$ cat src/rtl/prime_generator.sv
// prime_generator
// Enumerates every prime from 2 up to a programmable inclusive limit, in
// ascending order, using iterative trial division (one divisor per clock,
// early exit once div*div exceeds the candidate). Each prime is offered on a
// valid/ready handshake.
//
// Ports:
//   clk          clock, all logic on the rising edge
//   rst          synchronous active-high reset
//   start        begin a run (sampled only while idle)
//   limit        inclusive upper bound, latched when start is accepted
//   prime_out    current prime, meaningful while prime_valid is high
//   prime_valid  prime_out holds a prime awaiting acceptance
//   prime_ready  consumer accepts prime_out when high with prime_valid
//   busy         high while testing candidates or offering a prime
//   done         one-cycle pulse at the end of a run
//   count        number of primes accepted in the current/last run
module prime_generator #(
    parameter int WIDTH = 8
) (
    input  logic             clk,
    input  logic             rst,
    input  logic             start,
    input  logic [WIDTH-1:0] limit,
    output logic [WIDTH-1:0] prime_out,
    output logic             prime_valid,
    input  logic             prime_ready,
    output logic             busy,
    output logic             done,
    output logic [WIDTH-1:0] count
);

    typedef enum logic [1:0] {
        S_IDLE = 2'd0,
        S_TEST = 2'd1,
        S_EMIT = 2'd2,
        S_DONE = 2'd3
    } state_t;

    state_t           state_r, state_nxt_s, adv_state_s;
    logic [WIDTH-1:0] lim_r, lim_nxt_s;
    logic [WIDTH-1:0] cand_r, cand_nxt_s, adv_cand_s;
    logic [WIDTH-1:0] div_r, div_nxt_s;
    logic [WIDTH-1:0] count_r, count_nxt_s;
    logic [WIDTH-1:0] prime_out_r;
    logic             prime_valid_r, busy_r, done_r;

    logic [2*WIDTH-1:0] div_ext_s, cand_ext_s, div_sq_s;
    logic [WIDTH-1:0]   div_safe_s, rem_s;

    // The square is formed at double width so it can never overflow.
    assign div_ext_s  = {{WIDTH{1'b0}}, div_r};
    assign cand_ext_s = {{WIDTH{1'b0}}, cand_r};
    assign div_sq_s   = div_ext_s * div_ext_s;
    // div_r is only zero outside TEST; keep the modulo well-defined anyway.
    assign div_safe_s = (div_r == {WIDTH{1'b0}}) ? WIDTH'(1) : div_r;
    assign rem_s      = cand_r % div_safe_s;

    // Where to go after a candidate is finished (composite or accepted prime).
    // Stopping at the limit instead of incrementing prevents candidate wrap.
    always_comb begin
        adv_state_s = S_TEST;
        adv_cand_s  = cand_r + WIDTH'(1);
        if (cand_r == lim_r) begin
            adv_state_s = S_DONE;
            adv_cand_s  = cand_r;
        end else begin
            adv_state_s = S_TEST;
            adv_cand_s  = cand_r + WIDTH'(1);
        end
    end

    // Next-state and datapath update logic.
    always_comb begin
        state_nxt_s = state_r;
        lim_nxt_s   = lim_r;
        cand_nxt_s  = cand_r;
        div_nxt_s   = div_r;
        count_nxt_s = count_r;
        case (state_r)
            S_IDLE: begin
                if (start) begin
                    lim_nxt_s   = limit;
                    count_nxt_s = {WIDTH{1'b0}};
                    if (limit < WIDTH'(2)) begin
                        state_nxt_s = S_DONE;
                    end else begin
                        cand_nxt_s  = WIDTH'(2);
                        div_nxt_s   = WIDTH'(2);
                        state_nxt_s = S_TEST;
                    end
                end else begin
                    state_nxt_s = S_IDLE;
                end
            end
            S_TEST: begin
                if (div_sq_s > cand_ext_s) begin
                    state_nxt_s = S_EMIT;
                end else if (rem_s == {WIDTH{1'b0}}) begin
                    state_nxt_s = adv_state_s;
                    cand_nxt_s  = adv_cand_s;
                    div_nxt_s   = WIDTH'(2);
                end else begin
                    div_nxt_s = div_r + WIDTH'(1);
                end
            end
            S_EMIT: begin
                // prime_valid is high throughout EMIT, so ready alone completes it.
                if (prime_ready) begin
                    count_nxt_s = count_r + WIDTH'(1);
                    state_nxt_s = adv_state_s;
                    cand_nxt_s  = adv_cand_s;
                    div_nxt_s   = WIDTH'(2);
                end else begin
                    state_nxt_s = S_EMIT;
                end
            end
            S_DONE: begin
                state_nxt_s = S_IDLE;
            end
            default: begin
                state_nxt_s = S_IDLE;
            end
        endcase
    end

    // State, datapath and registered outputs; outputs are decoded from the
    // next state so they line up with the state they describe.
    always_ff @(posedge clk) begin
        if (rst) begin
            state_r       <= S_IDLE;
            lim_r         <= {WIDTH{1'b0}};
            cand_r        <= {WIDTH{1'b0}};
            div_r         <= {WIDTH{1'b0}};
            count_r       <= {WIDTH{1'b0}};
            prime_out_r   <= {WIDTH{1'b0}};
            prime_valid_r <= 1'b0;
            busy_r        <= 1'b0;
            done_r        <= 1'b0;
        end else begin
            state_r       <= state_nxt_s;
            lim_r         <= lim_nxt_s;
            cand_r        <= cand_nxt_s;
            div_r         <= div_nxt_s;
            count_r       <= count_nxt_s;
            prime_valid_r <= (state_nxt_s == S_EMIT);
            busy_r        <= (state_nxt_s == S_TEST) || (state_nxt_s == S_EMIT);
            done_r        <= (state_nxt_s == S_DONE);
            if (state_nxt_s == S_EMIT) begin
                prime_out_r <= cand_nxt_s;
            end else begin
                prime_out_r <= prime_out_r;
            end
        end
    end

    assign prime_out   = prime_out_r;
    assign prime_valid = prime_valid_r;
    assign busy        = busy_r;
    assign done        = done_r;
    assign count       = count_r;

endmodule

$ cat config.mk
export PLATFORM = sky130hd
export DESIGN_NAME = prime_generator
export DESIGN_NICKNAME = d
export VERILOG_FILES = /design/src/rtl/prime_generator.sv
export SDC_FILE = /design/constraint.sdc
export NUM_CORES = 1
export LEC_CHECK = 0
export CORE_AREA = 5 5 163 165
export CTS_CLUSTER_SIZE = 30
export DETAILED_ROUTE_END_ITERATION = 16
export DIE_AREA = 0 0 168 170
export PLACE_DENSITY = 0.46
export RECOVER_POWER = 100
export SETUP_SLACK_MARGIN = 0.02
export SLEW_MARGIN = 10
export SYNTH_ARGS = -nofsm -noshare
export SYNTH_HDL_FRONTEND = slang
export SYNTH_SLANG_ARGS = --single-unit
$ cat constraint.sdc
create_clock -name clk -period 31.8 [get_ports clk]
set_input_delay 3.18 -clock clk [delete_from_list [all_inputs] [get_ports clk]]
set_output_delay 3.18 -clock clk [all_outputs]
set_load 0.1 [all_outputs]
# After elaboration in Yosys (flattened, before gate mapping)
# Cells that the tools add are included.
dict set report totals {
  word_cells 60
  out_inout_bits 19
  ff_bits 45
}
dict set report op_classes {
  n_lt_le_gt_ge 2
  div_mod_pow 1
  n_reduce_logical 9
  n_mul 1
  n_addsub 3
  n_mux 24
  eq_ne 11
}
# op count
set op_table {}
lappend op_table {{2-to-1 mux 8 bit} 14}
lappend op_table {{case mux 8 bit (3 select lines)} 2}
lappend op_table {{adder 8 x 1 -> 8 bit, second input constant} 3}
lappend op_table {{greater-than comparator 16 x 8 -> 1 bit} 1}
lappend op_table {{logical NOT 8 bit} 2}
lappend op_table {{multiplier 8 x 8 -> 16 bit} 1}
lappend op_table {{case mux 8 bit (2 select lines)} 1}
lappend op_table {{2-to-1 mux 2 bit} 6}
lappend op_table {{== test 2 bit, second input constant} 4}
lappend op_table {{== test 8 bit} 1}
lappend op_table {{< comparator 8 x 2 -> 1 bit, second input constant} 1}
lappend op_table {{modulo 8 x 8 -> 8 bit} 1}
lappend op_table {{inequality test 2 bit, second input constant} 4}
lappend op_table {{case mux 2 bit (4 select lines)} 1}
lappend op_table {{AND reduction 5 bit} 1}
lappend op_table {{== test 2 x 1 -> 1 bit, second input constant} 2}
lappend op_table {{AND reduction 3 bit} 1}
lappend op_table {{nonzero test 3 bit} 1}
lappend op_table {{logical NOT 2 bit} 1}
lappend op_table {{AND reduction 2 bit} 1}
lappend op_table {{nonzero test 2 bit} 1}
lappend op_table {{logical OR 1 bit} 1}

# Depth between registers and ports, before layout
dict set report logic_depth {
  depth_word 9
  ltp_mapped 60
  ltp_nobuf 55
}

# Worst setup path after synthesis
# OpenSTA, ideal clock, no wires.
dict set report synth_path {
  path_kind {register to register}
  startpoint {register div_r[4]}
  endpoint {register prime_out_r[0] (netlist: prime_out[0])}
  setup_time_ns 0.091
  required_time_ns 31.709
  n_path_buf 5
  arrival_ns 12.350
  period_less_slack_ns 12.441
  path_stages_with_launch 56
  path_slack_ns 19.359
  path_cell_list {dfxtp_1 or4_1 buf_2 nor2_4 nand2_1 nand2_1 inv_1 ha_1 a31oi_1 ha_1 or4b_2 o211ai_1 a21oi_1 ha_1 a21o_1 o211a_1 nand3b_2 and2_1 (+20 left out) a211o_1 mux2i_1 inv_1 ha_1 clkbuf_1 nand2_1 o21ai_1 nand3_1 and3_1 or2_2 a2111oi_4 buf_2 a31oi_1 o22ai_1 ha_1 clkbuf_1 nor2_1 a311oi_1}
}
dict set report synth_between {
  elab_chain_cells 8
  word_cells_on_any_way 13
}
# element line
set synth_lines {}
lappend synth_lines {{from (decl)} 43} ;# logic [WIDTH-1:0] div_r, div_nxt_s;
lappend synth_lines {{from (signal assigned)} 134} ;# div_r <= {WIDTH{1'b0}};
lappend synth_lines {{from (signal assigned)} 144} ;# div_r <= div_nxt_s;
lappend synth_lines {{logical NOT 8 bit} 56} ;# assign div_safe_s = (div_r == {WIDTH{1'b0}}) ? WIDTH'(1) : div_r;
lappend synth_lines {{2-to-1 mux 8 bit} 56}
lappend synth_lines {{modulo 8 x 8 -> 8 bit} 57} ;# assign rem_s = cand_r % div_safe_s;
lappend synth_lines {{logical NOT 8 bit} 99} ;# end else if (rem_s == {WIDTH{1'b0}}) begin
lappend synth_lines {{2-to-1 mux 2 bit} 99}
lappend synth_lines {{2-to-1 mux 2 bit} 97} ;# if (div_sq_s > cand_ext_s) begin
lappend synth_lines {{case mux 2 bit (4 select lines)} 80} ;# case (state_r)
lappend synth_lines {{== test 2 bit} 149} ;# if (state_nxt_s == S_EMIT) begin
lappend synth_lines {{to (signal assigned)} 136} ;# prime_out_r <= {WIDTH{1'b0}};
lappend synth_lines {{to (signal assigned)} 150} ;# prime_out_r <= cand_nxt_s;
lappend synth_lines {{to (signal assigned)} 152} ;# prime_out_r <= prime_out_r;
lappend synth_lines {{to (decl)} 45} ;# logic [WIDTH-1:0] prime_out_r;
# Parallel ways exist; a longest one is shown, timed or not.
# A chain may end at the register's enable or synchronous reset.

# Worst setup path after layout
dict set report layout_path {
  startpoint {register div_r[5]}
  endpoint {register prime_out_r[6] (netlist: prime_out[6])}
}
# Same word-level chain as after synthesis.

==> flow_summary.ini <==
[outcome]
status = finished, final reports clean

[sta]
hold_viol = 0
finalWorstSetupSlack_ps = 17180
max_freq_ghz = 0.0684
fin_setup_tns_ps = 0
finalCritPeriodShare_pct = 46.0
relSlewSlack_pct = 17.6
min_period_ps = 14620
skew_ps = 5.24
finalSetupViolCount = 0
grt_setup_unrepaired = no
worstMarginPinSlew_ps = 1200
report.final.slew_viol_count = 0

[yosys]
syn_avg_cell_area_um2 = 7.62
yosysTopAreaCell = ha_1
synth-compound-area-share_pct = 25.5
synthMuxAreaShare_pct = 1.79
synth-seq-cells = 45
async_reset_ff_share_pct = 0
synth_nets = 956
synth_cell_types = 75
synth_fa_ha_area_share_pct = 24.5
seq_area_frac_synth_pct = 14.2
yosys_warnings = 0
synthFlopType = dfxtp_1
synth_top_family_by_area = compound AO/OA/AOI/OAI gates
syn_area_um2 = 6370
synth_top_area_share_pct = 16.3
synth_edf_count = 0
synth_cells = 835
synthTopCellsByArea = ha_1 (16%), dfxtp_1 (14%), fa_1 (8.2%), a21oi_1 (4.8%), nand2_1 (4.7%)
synth-simple-area-share_pct = 23.5
synth_xor_area_share_pct = 4.54

[setup_path]
r2r_slack_ps = 17180
crit_fanout = 14
required_ps = 32000
worst_setup_path_end_kind = flop
cp_slowest_stage_delay_ps = 750
crit_path_start_kind = flop
critPathMostFrequentCell = ha_1
worstSetupPathType = flop to flop
cp.arrival_ps = 14820
crit_slowest_cell = or4_1

[place]
gp_congestion = 0.879
dp_worst_setup_slack_ps = 17520
post_dp_cell_area_um2 = 7000
dpl.hpwl_um = 15400
portBuffers = 30

[clocking]
cts_buffers = 5
cts.sinks = 45
clk_latency_ps = 300
cts_setup_buffers = 0
cts_resized = 0
cts-hold-fix-buffers = 0
htreeDepth = 2
clk_pin_slew_ps = 70
cts_tree = done
cts_root_buf = clkbuf_16
ctsLongestPathBuffers = 2

[route]
avgRoutedWirePerCell_um = 16.6
drc = 0
ant_nets = 0
viasPerCell = 5.28
routed_wl_um = 19600
first_iter_violations = 443
wl_met2_um = 9030
dr_wl_met3_um = 694
wirelength_met1_um = 9650
highest_layer = met4
routed-via-count = 6223
drt_first_pass_iters = 5

[run]
cap_viol_max_count = 0

[final_layout]
fin_util_pct = 28.8
antenna_cells = 0
final_nets = 968
seqCellArea_um2 = 901
area_growth_syn_to_layout_pct = 12.5
fillers = 2725
multiInputGateArea_um2 = 5070
design_area_um2 = 7160
drive_gt1_share_pct = 3.54

[floorplan]
start_util_pct = 25.6
io_pins = 31
core_um2 = 24900
die-area_um2 = 28600
die_width_um = 168
rows = 58
die_h_um = 170

[worst_hold_path]
hp-class = flop to flop

[global_routing]
grt_first_pass_wirelength_um = 31900
grt_antenna_before_repair = 0
grt_overflow = 0
grt_max_degree = 41
grt_usage_pct = 13.5
grt_pass1_vias = 6037
## area by class of cell
| type | count | share of cell area, % |
|---|---|---|
| clock buffers | 5 | 1.75 |
| clock inverters | 3 | 0.611 |
| inverters | 70 | 3.67 |
| multi-input cells | 689 | 70.8 |
| flip-flops and latches | 45 | 12.6 |
| well taps | 330 | 5.77 |
| repair buffers | 36 | 4.82 |
## critical path: cells and delay by family, from the launching register on
family	cells	cell delay, ps
compound gates	24	6180
flops	1	460
buf+inv	2	250
simple gates	14	4090
fa+ha+maj	9	3130
mux	1	410
## cells in the mapped netlist, drive strengths merged, types with 5 or more instances
cell and number:
ha 83, and3 11, or3 13, o21ai 42, nor4 7, a211oi 11
a2111oi 5, nor2b 8, o21a 15, a31oi 13, a21oi 62, a311oi 7
nand4 13, nor3 33, o211ai 8, a21o 11, o32ai 6, dfxtp 45
nor2 72, and2 6, xor2 9, xnor2 24, inv 66, nand2b 13
mux2i 8, fa 26, nand3 21, nand2 80, clkbuf 27
## metal layers
metal / vias up / track usage, %
met2: 153 / 22.3
li1: 3098 / -
met3: 25 / 1.84
met4: 0 / 2.68
met5: - / 0
met1: 2947 / 19.1
## logic make-up after synthesis
family,count (synthesis)
flip-flops,45
adder cells (fa/ha/maj),109
buffers and inverters,101
XOR/XNOR,33
AO/OA/AOI/OAI,235
AND/OR/NAND/NOR,301
multiplexers,11
## layout by cell type (no fill, tap or decap), types with 5 or more instances in the layout
cell type        synthesis  final
nand2_1                 80     80
nor4_1                   7      7
nor3_1                  32     32
a21o_1                  11     11
a21oi_1                 61     62
xor2_1                   9      9
o21ai_0                 41     42
fa_1                    26     26
nand3_1                 21     21
buf_4                    0      6
inv_1                   66     66
ha_1                    83     83
a211oi_1                11     11
nand4_1                 13     13
a311oi_1                 6      6
a31oi_1                 13     13
nor2_1                  71     72
xnor2_1                 24     24
and2_1                   6      5
nand2b_1                13     13
nor2b_1                  8      8
o32ai_1                  6      6
and3_1                  11     11
or3_1                   13     13
o211ai_1                 8      8
clkdlybuf4s50_1          0      9
clkbuf_16                0      5
o21a_1                  15     15
dfxtp_1                 45     45
dlygate4sd3_1            0     21
mux2i_1                  8      8
## metrics by stage
stage | hold WS (ps) | cells
2_1_floorplan | 449 | 835
5_1_grt | 489 | 1178
3_5_place_dp | 466 | 1170
4_1_cts | 476 | 1178
3_3_place_gp | 460 | 1170
6_report | 475 | 1178
## state kept, by name, indices dropped and copies added (netlist names)
register / count
prime_valid: 1
state_r: 2
count: 8
busy: 1
done: 1
cand_r: 8
div_r: 8
prime_out: 8
lim_r: 8
## path summary, 6_finish.rpt
path	start	to	cells after the start
worst min register to register	lim_r[3]	lim_r[3]	2
worst max register to register	div_r[5]	prime_out[6]	50
worst min-delay path	lim_r[3]	lim_r[3]	2
worst max-delay path	div_r[5]	prime_out[6]	50
Power is not shown: default switching activity piles up to over one toggle a cycle in this logic, so the estimate is an artifact.
